[config.mk]
export PLATFORM = sky130hd
export DESIGN_NAME = mu01_prog_loader
export DESIGN_NICKNAME = d
export VERILOG_FILES = /design/src/rtl/mu01_prog_loader.sv
export SDC_FILE = /design/constraint.sdc
export NUM_CORES = 1
export LEC_CHECK = 0
export BUFFER_PORTS_ARGS = -buffer_cell sky130_fd_sc_hd__buf_2
export CORE_MARGIN = 2
export CORE_UTILIZATION = 67
export CTS_BUF_LIST = sky130_fd_sc_hd__clkbuf_2
export DETAILED_ROUTE_END_ITERATION = 6
export GPL_TIMING_DRIVEN = 0
export PLACE_DENSITY_LB_ADDON = 0.3
export SKIP_LAST_GASP = 1
export SLEW_MARGIN = 20
export SYNTH_ARGS = -nofsm -noshare
export SYNTH_HDL_FRONTEND = slang
export SYNTH_SLANG_ARGS = --single-unit
export TNS_END_PERCENT = 5
[constraint.sdc]
create_clock -name clk -period 6.35 [get_ports clk]
set_input_delay 1.5875 -clock clk [delete_from_list [all_inputs] [get_ports clk]]
set_output_delay 1.5875 -clock clk [all_outputs]
set_load 0.005 [all_outputs]
[src/rtl/mu01_prog_loader.sv]
// mu01_prog_loader
// Receives a framed program image over a valid/ready byte stream, assembles
// big-endian 16-bit words and writes them into the mu01 core memory. The
// core is held in reset until the whole frame is in and its 8-bit checksum
// sums to zero. Frame: HEADER ADDR_H ADDR_L CNT_H CNT_L {HI LO}*CNT CSUM.
module mu01_prog_loader #(
    parameter int         TIMEOUT_CYCLES = 1000000,
    parameter logic [7:0] HEADER_BYTE    = 8'hA5
) (
    input  logic        clk,
    input  logic        reset,
    input  logic        in_valid,
    input  logic [7:0]  in_data,
    output logic        in_ready,
    output logic        mem_we,
    output logic [11:0] mem_addr,
    output logic [15:0] mem_wdata,
    output logic        cpu_reset,
    output logic        done,
    output logic        error
);

    typedef enum logic [3:0] {
        ST_IDLE   = 4'd0,
        ST_ADDR_H = 4'd1,
        ST_ADDR_L = 4'd2,
        ST_CNT_H  = 4'd3,
        ST_CNT_L  = 4'd4,
        ST_DATA_H = 4'd5,
        ST_DATA_L = 4'd6,
        ST_WRITE  = 4'd7,
        ST_CSUM   = 4'd8,
        ST_DONE   = 4'd9,
        ST_ERROR  = 4'd10
    } state_t;

    localparam logic [31:0] TIMEOUT_LIMIT   = TIMEOUT_CYCLES;
    localparam logic        TIMEOUT_ENABLED = (TIMEOUT_CYCLES != 0);
    localparam logic [15:0] MAX_WORDS       = 16'd4096;

    // Running 8-bit modular checksum step.
    function automatic logic [7:0] csum_add(input logic [7:0] acc, input logic [7:0] b);
        return acc + b;
    endfunction

    state_t        state_r;
    state_t        state_next_s;

    logic [7:0]    acc_r;
    logic [11:0]   addr_r;
    logic [12:0]   count_r;
    logic [7:0]    cnt_h_r;
    logic [7:0]    hi_r;
    logic [31:0]   idle_cnt_r;

    logic          in_ready_r;
    logic          mem_we_r;
    logic [11:0]   mem_addr_r;
    logic [15:0]   mem_wdata_r;
    logic          cpu_reset_r;
    logic          done_r;
    logic          error_r;

    logic          take_s;
    logic          is_header_s;
    logic [7:0]    acc_sum_s;
    logic [15:0]   count_in_s;
    logic          timed_s;
    logic          timeout_hit_s;

    assign in_ready  = in_ready_r;
    assign mem_we    = mem_we_r;
    assign mem_addr  = mem_addr_r;
    assign mem_wdata = mem_wdata_r;
    assign cpu_reset = cpu_reset_r;
    assign done      = done_r;
    assign error     = error_r;

    // Handshake decode, checksum preview and idle-timeout detection.
    always_comb begin
        take_s      = in_valid && in_ready_r;
        is_header_s = (in_data == HEADER_BYTE);
        acc_sum_s   = csum_add(acc_r, in_data);
        count_in_s  = {cnt_h_r, in_data};
        case (state_r)
            ST_ADDR_H, ST_ADDR_L, ST_CNT_H, ST_CNT_L,
            ST_DATA_H, ST_DATA_L, ST_CSUM: timed_s = 1'b1;
            default:                       timed_s = 1'b0;
        endcase
        if (TIMEOUT_ENABLED && timed_s && !take_s) begin
            timeout_hit_s = (idle_cnt_r == (TIMEOUT_LIMIT - 32'd1));
        end else begin
            timeout_hit_s = 1'b0;
        end
    end

    // Next-state logic; an accepted byte always wins over a timeout.
    always_comb begin
        state_next_s = state_r;
        case (state_r)
            ST_IDLE, ST_DONE, ST_ERROR: begin
                if (take_s && is_header_s) begin
                    state_next_s = ST_ADDR_H;
                end else begin
                    state_next_s = state_r;
                end
            end
            ST_ADDR_H: begin
                if (take_s)             state_next_s = ST_ADDR_L;
                else if (timeout_hit_s) state_next_s = ST_ERROR;
                else                    state_next_s = state_r;
            end
            ST_ADDR_L: begin
                if (take_s)             state_next_s = ST_CNT_H;
                else if (timeout_hit_s) state_next_s = ST_ERROR;
                else                    state_next_s = state_r;
            end
            ST_CNT_H: begin
                if (take_s)             state_next_s = ST_CNT_L;
                else if (timeout_hit_s) state_next_s = ST_ERROR;
                else                    state_next_s = state_r;
            end
            ST_CNT_L: begin
                if (take_s) begin
                    if (count_in_s > MAX_WORDS)      state_next_s = ST_ERROR;
                    else if (count_in_s == 16'd0)    state_next_s = ST_CSUM;
                    else                             state_next_s = ST_DATA_H;
                end else if (timeout_hit_s) begin
                    state_next_s = ST_ERROR;
                end else begin
                    state_next_s = state_r;
                end
            end
            ST_DATA_H: begin
                if (take_s)             state_next_s = ST_DATA_L;
                else if (timeout_hit_s) state_next_s = ST_ERROR;
                else                    state_next_s = state_r;
            end
            ST_DATA_L: begin
                if (take_s)             state_next_s = ST_WRITE;
                else if (timeout_hit_s) state_next_s = ST_ERROR;
                else                    state_next_s = state_r;
            end
            ST_WRITE: begin
                // count_r still includes the word being written here
                if (count_r == 13'd1) state_next_s = ST_CSUM;
                else                  state_next_s = ST_DATA_H;
            end
            ST_CSUM: begin
                if (take_s) begin
                    if (acc_sum_s == 8'h00) state_next_s = ST_DONE;
                    else                    state_next_s = ST_ERROR;
                end else if (timeout_hit_s) begin
                    state_next_s = ST_ERROR;
                end else begin
                    state_next_s = state_r;
                end
            end
            default: state_next_s = ST_IDLE;
        endcase
    end

    // State register.
    always_ff @(posedge clk or posedge reset) begin
        if (reset) begin
            state_r <= ST_IDLE;
        end else begin
            state_r <= state_next_s;
        end
    end

    // Frame datapath: checksum, start address, word count, high byte latch.
    always_ff @(posedge clk or posedge reset) begin
        if (reset) begin
            acc_r   <= 8'h00;
            addr_r  <= 12'h000;
            count_r <= 13'd0;
            cnt_h_r <= 8'h00;
            hi_r    <= 8'h00;
        end else begin
            case (state_r)
                ST_IDLE, ST_DONE, ST_ERROR: begin
                    if (take_s && is_header_s) acc_r <= 8'h00;
                end
                ST_ADDR_H: begin
                    if (take_s) begin
                        acc_r        <= acc_sum_s;
                        addr_r[11:8] <= in_data[3:0];
                    end
                end
                ST_ADDR_L: begin
                    if (take_s) begin
                        acc_r       <= acc_sum_s;
                        addr_r[7:0] <= in_data;
                    end
                end
                ST_CNT_H: begin
                    if (take_s) begin
                        acc_r   <= acc_sum_s;
                        cnt_h_r <= in_data;
                    end
                end
                ST_CNT_L: begin
                    if (take_s) begin
                        acc_r   <= acc_sum_s;
                        count_r <= count_in_s[12:0];
                    end
                end
                ST_DATA_H: begin
                    if (take_s) begin
                        acc_r <= acc_sum_s;
                        hi_r  <= in_data;
                    end
                end
                ST_DATA_L: begin
                    if (take_s) acc_r <= acc_sum_s;
                end
                ST_WRITE: begin
                    // 12-bit address wraps 0xFFF -> 0x000 naturally
                    addr_r  <= addr_r + 12'd1;
                    count_r <= count_r - 13'd1;
                end
                default: begin
                    acc_r <= acc_r;
                end
            endcase
        end
    end

    // Idle counter: runs only while waiting for a mid-frame byte, holds in WRITE.
    always_ff @(posedge clk or posedge reset) begin
        if (reset) begin
            idle_cnt_r <= 32'd0;
        end else if (timed_s) begin
            if (take_s) idle_cnt_r <= 32'd0;
            else        idle_cnt_r <= idle_cnt_r + 32'd1;
        end else if (state_r == ST_WRITE) begin
            idle_cnt_r <= idle_cnt_r;
        end else begin
            idle_cnt_r <= 32'd0;
        end
    end

    // Registered outputs, derived from the state being entered.
    always_ff @(posedge clk or posedge reset) begin
        if (reset) begin
            in_ready_r  <= 1'b1;
            mem_we_r    <= 1'b0;
            mem_addr_r  <= 12'h000;
            mem_wdata_r <= 16'h0000;
            cpu_reset_r <= 1'b1;
            done_r      <= 1'b0;
            error_r     <= 1'b0;
        end else begin
            in_ready_r  <= (state_next_s != ST_WRITE);
            mem_we_r    <= (state_next_s == ST_WRITE);
            cpu_reset_r <= (state_next_s != ST_DONE);
            done_r      <= (state_next_s == ST_DONE);
            error_r     <= (state_next_s == ST_ERROR);
            // Address/data are loaded only when a word completes, so they
            // hold their last values whenever mem_we is low.
            if ((state_r == ST_DATA_L) && take_s) begin
                mem_addr_r  <= addr_r;
                mem_wdata_r <= {hi_r, in_data};
            end else begin
                mem_addr_r  <= mem_addr_r;
                mem_wdata_r <= mem_wdata_r;
            end
        end
    end

endmodule

==> summary.txt <==
Synth
  – Mapped Nets: 587
  – Post-Syn Area: 5867 µm²
  – Synth warn: 0
  – Register bit total from synthesis: 118
  – Area fraction of the dominant cell type after synthesis: 49.48%
  – Count leader, synth: dfrtp_1
  – Seq/Total Area, Yosys: 50.37%
  – Area leader, netlist: dfrtp_1
  – Synthesized instance count: 564
  – Number of synthesized flops with an enable pin: 0
  – Post-synth top cells: 116 x dfrtp_1, 73 x nor2_1, 44 x mux2_2, 38 x nand2_1, 25 x nand3_1
  – Post-synth cell types: 55
  – Mean Syn Cell Area: 10.40 µm²
  – Dominant synthesized flop cell: dfrtp_1
  – Top post-synthesis cells by area: dfrtp_1 49%, mux2_2 8.4%, nor2_1 4.7%, xnor2_1 2.7%, xor2_1 2.5%
  – Post-synth ARST share: 100.0%

GRT
  – First-pass GRT wire length: 22890 µm
  – Vias in the first global route: 4728
  – Gr ovfl total: 0
  – Initial antenna violation count: 0
  – Largest net degree at the start of global routing: 80
  – Gr usage total: 30.30%

Clocking
  – TritonCTS Sinks: 118
  – Setup Fix Bufs, Post-CTS: 0
  – Hold_buf cts: 0
  – H-tree depth: 4
  – Root buf cell: clkbuf_2
  – # resized after CTS: 0
  – Max Root-Sink Buffers: 2
  – TritonCTS clock tree: built
  – Reg clk slew, reported paths: 210 ps
  – TritonCTS Buffers: 17
  – Clk Latency, worst-skew pair: 690 ps

Finish
  – Layout fillers: 591
  – Area growth, synth to finish: 10.34%
  – Nets: 649
  – Layout cell share with drive strength beyond 1: 20.81%
  – Antenna diodes: 0
  – Final core occ: 75.33%

Floorplan
  – Die Width: 97.58 µm
  – Site Rows: 34
  – Die ar.: 9521 µm²
  – Initial Utilization: 68.27%
  – CORE AREA: 8593 µm²
  – Die height: 97.58 µm
  – IO Pins: 44

Setup path
  – CP startpoint kind: input pin
  – Peak per-stage delay on the critical path: 560 ps
  – Required time worst endpoint: 6950 ps
  – Critical path class: in2reg
  – Delay-heaviest family, CP: simple AND/OR/NAND/NOR gates
  – Crit path cell chain: buf_2 -> ha_1 -> fa_1 -> a211oi_1 -> nor2_1 -> xor2_1 -> or4_1 -> or4b_4 -> a21o_1
  – Worst path slowest cell: or4_1
  – CP bufs+invs: 1
  – Worst-path fanout max: 8
  – CP endpoint kind: register
  – WP data arrival: 4360 ps

Detailed routing
  – Via count: 4741
  – DRT Pass-1 Iters: 5
  – Final ANT Viol Nets: 0
  – WL/cell: 18.22 µm
  – DRT iter0 DRCs: 309
  – DRC violations left: 0
  – Total wire length: 13610 µm
  – DR vias/cell: 6.347

Power
  – Worst IR Drop VDD: 0.0002159 V
  – Cell Pwr Density: 364.9 nW/µm²
  – LEAKAGE: 2.934 nW

STA
  – Max-slew violations: 0
  – Min cycle time layout: 3758 ps
  – Worst-Margin Slew: 1070 ps
  – Sum of negative setup slack: 0 ps
  – Hold Violations, Final: 0
  – Slew Limit Headroom: 28.09%
  – RSZ-0062 raised after global routing: false
  – Hold WS: 490.8 ps
  – # setup viols final: 0
  – Fin crit share: 59.18%
  – Clock Skew: 47.54 ps
  – Final worst slack: 2592 ps
  – Max Freq: 266.1 MHz

Place
  – Port bufs: 42
  – Placement Setup Slack: 1936 ps
  – Placer congestion estimate: 0.9083
  – DP HPWL: 9335 µm

Hold path
  – Hold Crit Class: reg2reg

Run
  – Max-cap violations: 0

Outcome
  – Status: finished, final reports clean
-- routing by layer --
layer	up-vias	wire length, µm	GRT usage [%]
li1	2185	-	-
met1	2325	5507	38.02
met2	189	6822	50.50
met3	42	925	7.770
met4	0	354	12.18
met5	-	0	0
-- state kept, by name, summed over array words and instances, names as in the netlist, 4 cells and up --
name and cells:
count_r 13, acc_r 8, idle_cnt_r 32, cnt_h_r 8
mem_wdata 16, addr_r 12, state_r 4, mem_addr 12
hi_r 8
-- per-stage QoR --
step,instances,power (mW),area [µm²]
global route,747,2.513,6474
global placement,714,1.841,6212
detailed placement,715,1.888,6245
floorplan,564,1.654,5867
finish,747,2.362,6474
CTS,747,2.359,6474
-- worst reg2reg max path, cell delays in order (launching register included) --
cell	delay (ps)
dfrtp_1	440
ha_1	230
fa_1	430
a211oi_1	320
nor2_1	100
xor2_1	170
or4_1	560
or4b_4	540
a21o_1	190
-- cells by family (layout without fill, tap and decap cells) --
kind of cell,after synthesis,after routing,synth area share [%]
AO/OA/AOI/OAI,103,103,12.22
buffers and inverters,33,108,2.111
XOR/XNOR,35,35,5.225
flip-flops,118,118,50.37
adder cells (fa/ha/maj),12,12,2.687
AND/OR/NAND/NOR,217,217,18.60
multiplexers,46,46,8.787
-- layout by cell type (no fill, tap or decap), drive strengths merged, types with 3 or more instances in the layout --
master,netlist,final
a211oi,12,12
a21oi,24,24
a22o,9,9
a311oi,4,4
a31oi,5,5
and2,4,4
and3,8,8
and4,5,5
buf,6,49
clkbuf,15,34
clkinv,0,7
clkinvlp,0,4
dfrtp,116,116
ha,11,11
inv,12,12
mux2,44,44
nand2,39,39
nand2b,5,5
nand3,25,25
nand4,10,10
nor2,73,73
nor3,14,14
nor4,9,9
o211ai,5,5
o21ai,19,19
o221a,7,7
o31ai,3,3
or3,6,6
or4,6,6
xnor2,18,18
xor2,17,17
-- final cells by class --
| type | count | area (µm²) | share of cell area, % |
|---|---|---|---|
| Sequential cell | 118 | 2955 | 45.65 |
| Multi-Input combinational cell | 413 | 2788 | 43.06 |
| Timing Repair Buffer | 43 | 237.7 | 3.672 |
| Tap cell | 108 | 135.1 | 2.087 |
| Clock inverter | 13 | 133.9 | 2.068 |
| Clock buffer | 19 | 95.09 | 1.469 |
| Buffer | 21 | 78.83 | 1.218 |
| Inverter | 12 | 50.05 | 0.7731 |
-- path summary, 6_finish.rpt --
| kind | start | to | slack [ps] | depth (start not counted) |
|---|---|---|---|---|
| max | in_data[0] | cpu_reset$_DFF_PP1_ | 2590 | 9 |
| max reg2reg | acc_r[0]$_DFFE_PP0P_ | cpu_reset$_DFF_PP1_ | 3270 | 8 |
| max in group asynchronous | reset | in_ready$_DFF_PP1_ | 4720 | 3 |
| min reg2reg | hi_r[5]$_DFFE_PP0P_ | mem_wdata[13]$_DFFE_PP0P_ | 490 | 1 |
| min in group asynchronous | reset | state_r[1]$_DFF_PP0_ | 880 | 2 |
| min | hi_r[5]$_DFFE_PP0P_ | mem_wdata[13]$_DFFE_PP0P_ | 490 | 1 |
-- report_power, final --
group / switching (mW) / leakage [nW] / internal, mW
Clock: 0.295 / 0.131 / 0.180
Combinational: 0.449 / 1.24 / 0.351
Sequential: 0.152 / 1.56 / 0.935
Total: 0.896 / 2.93 / 1.47
(Power assumes the default switching activity.)
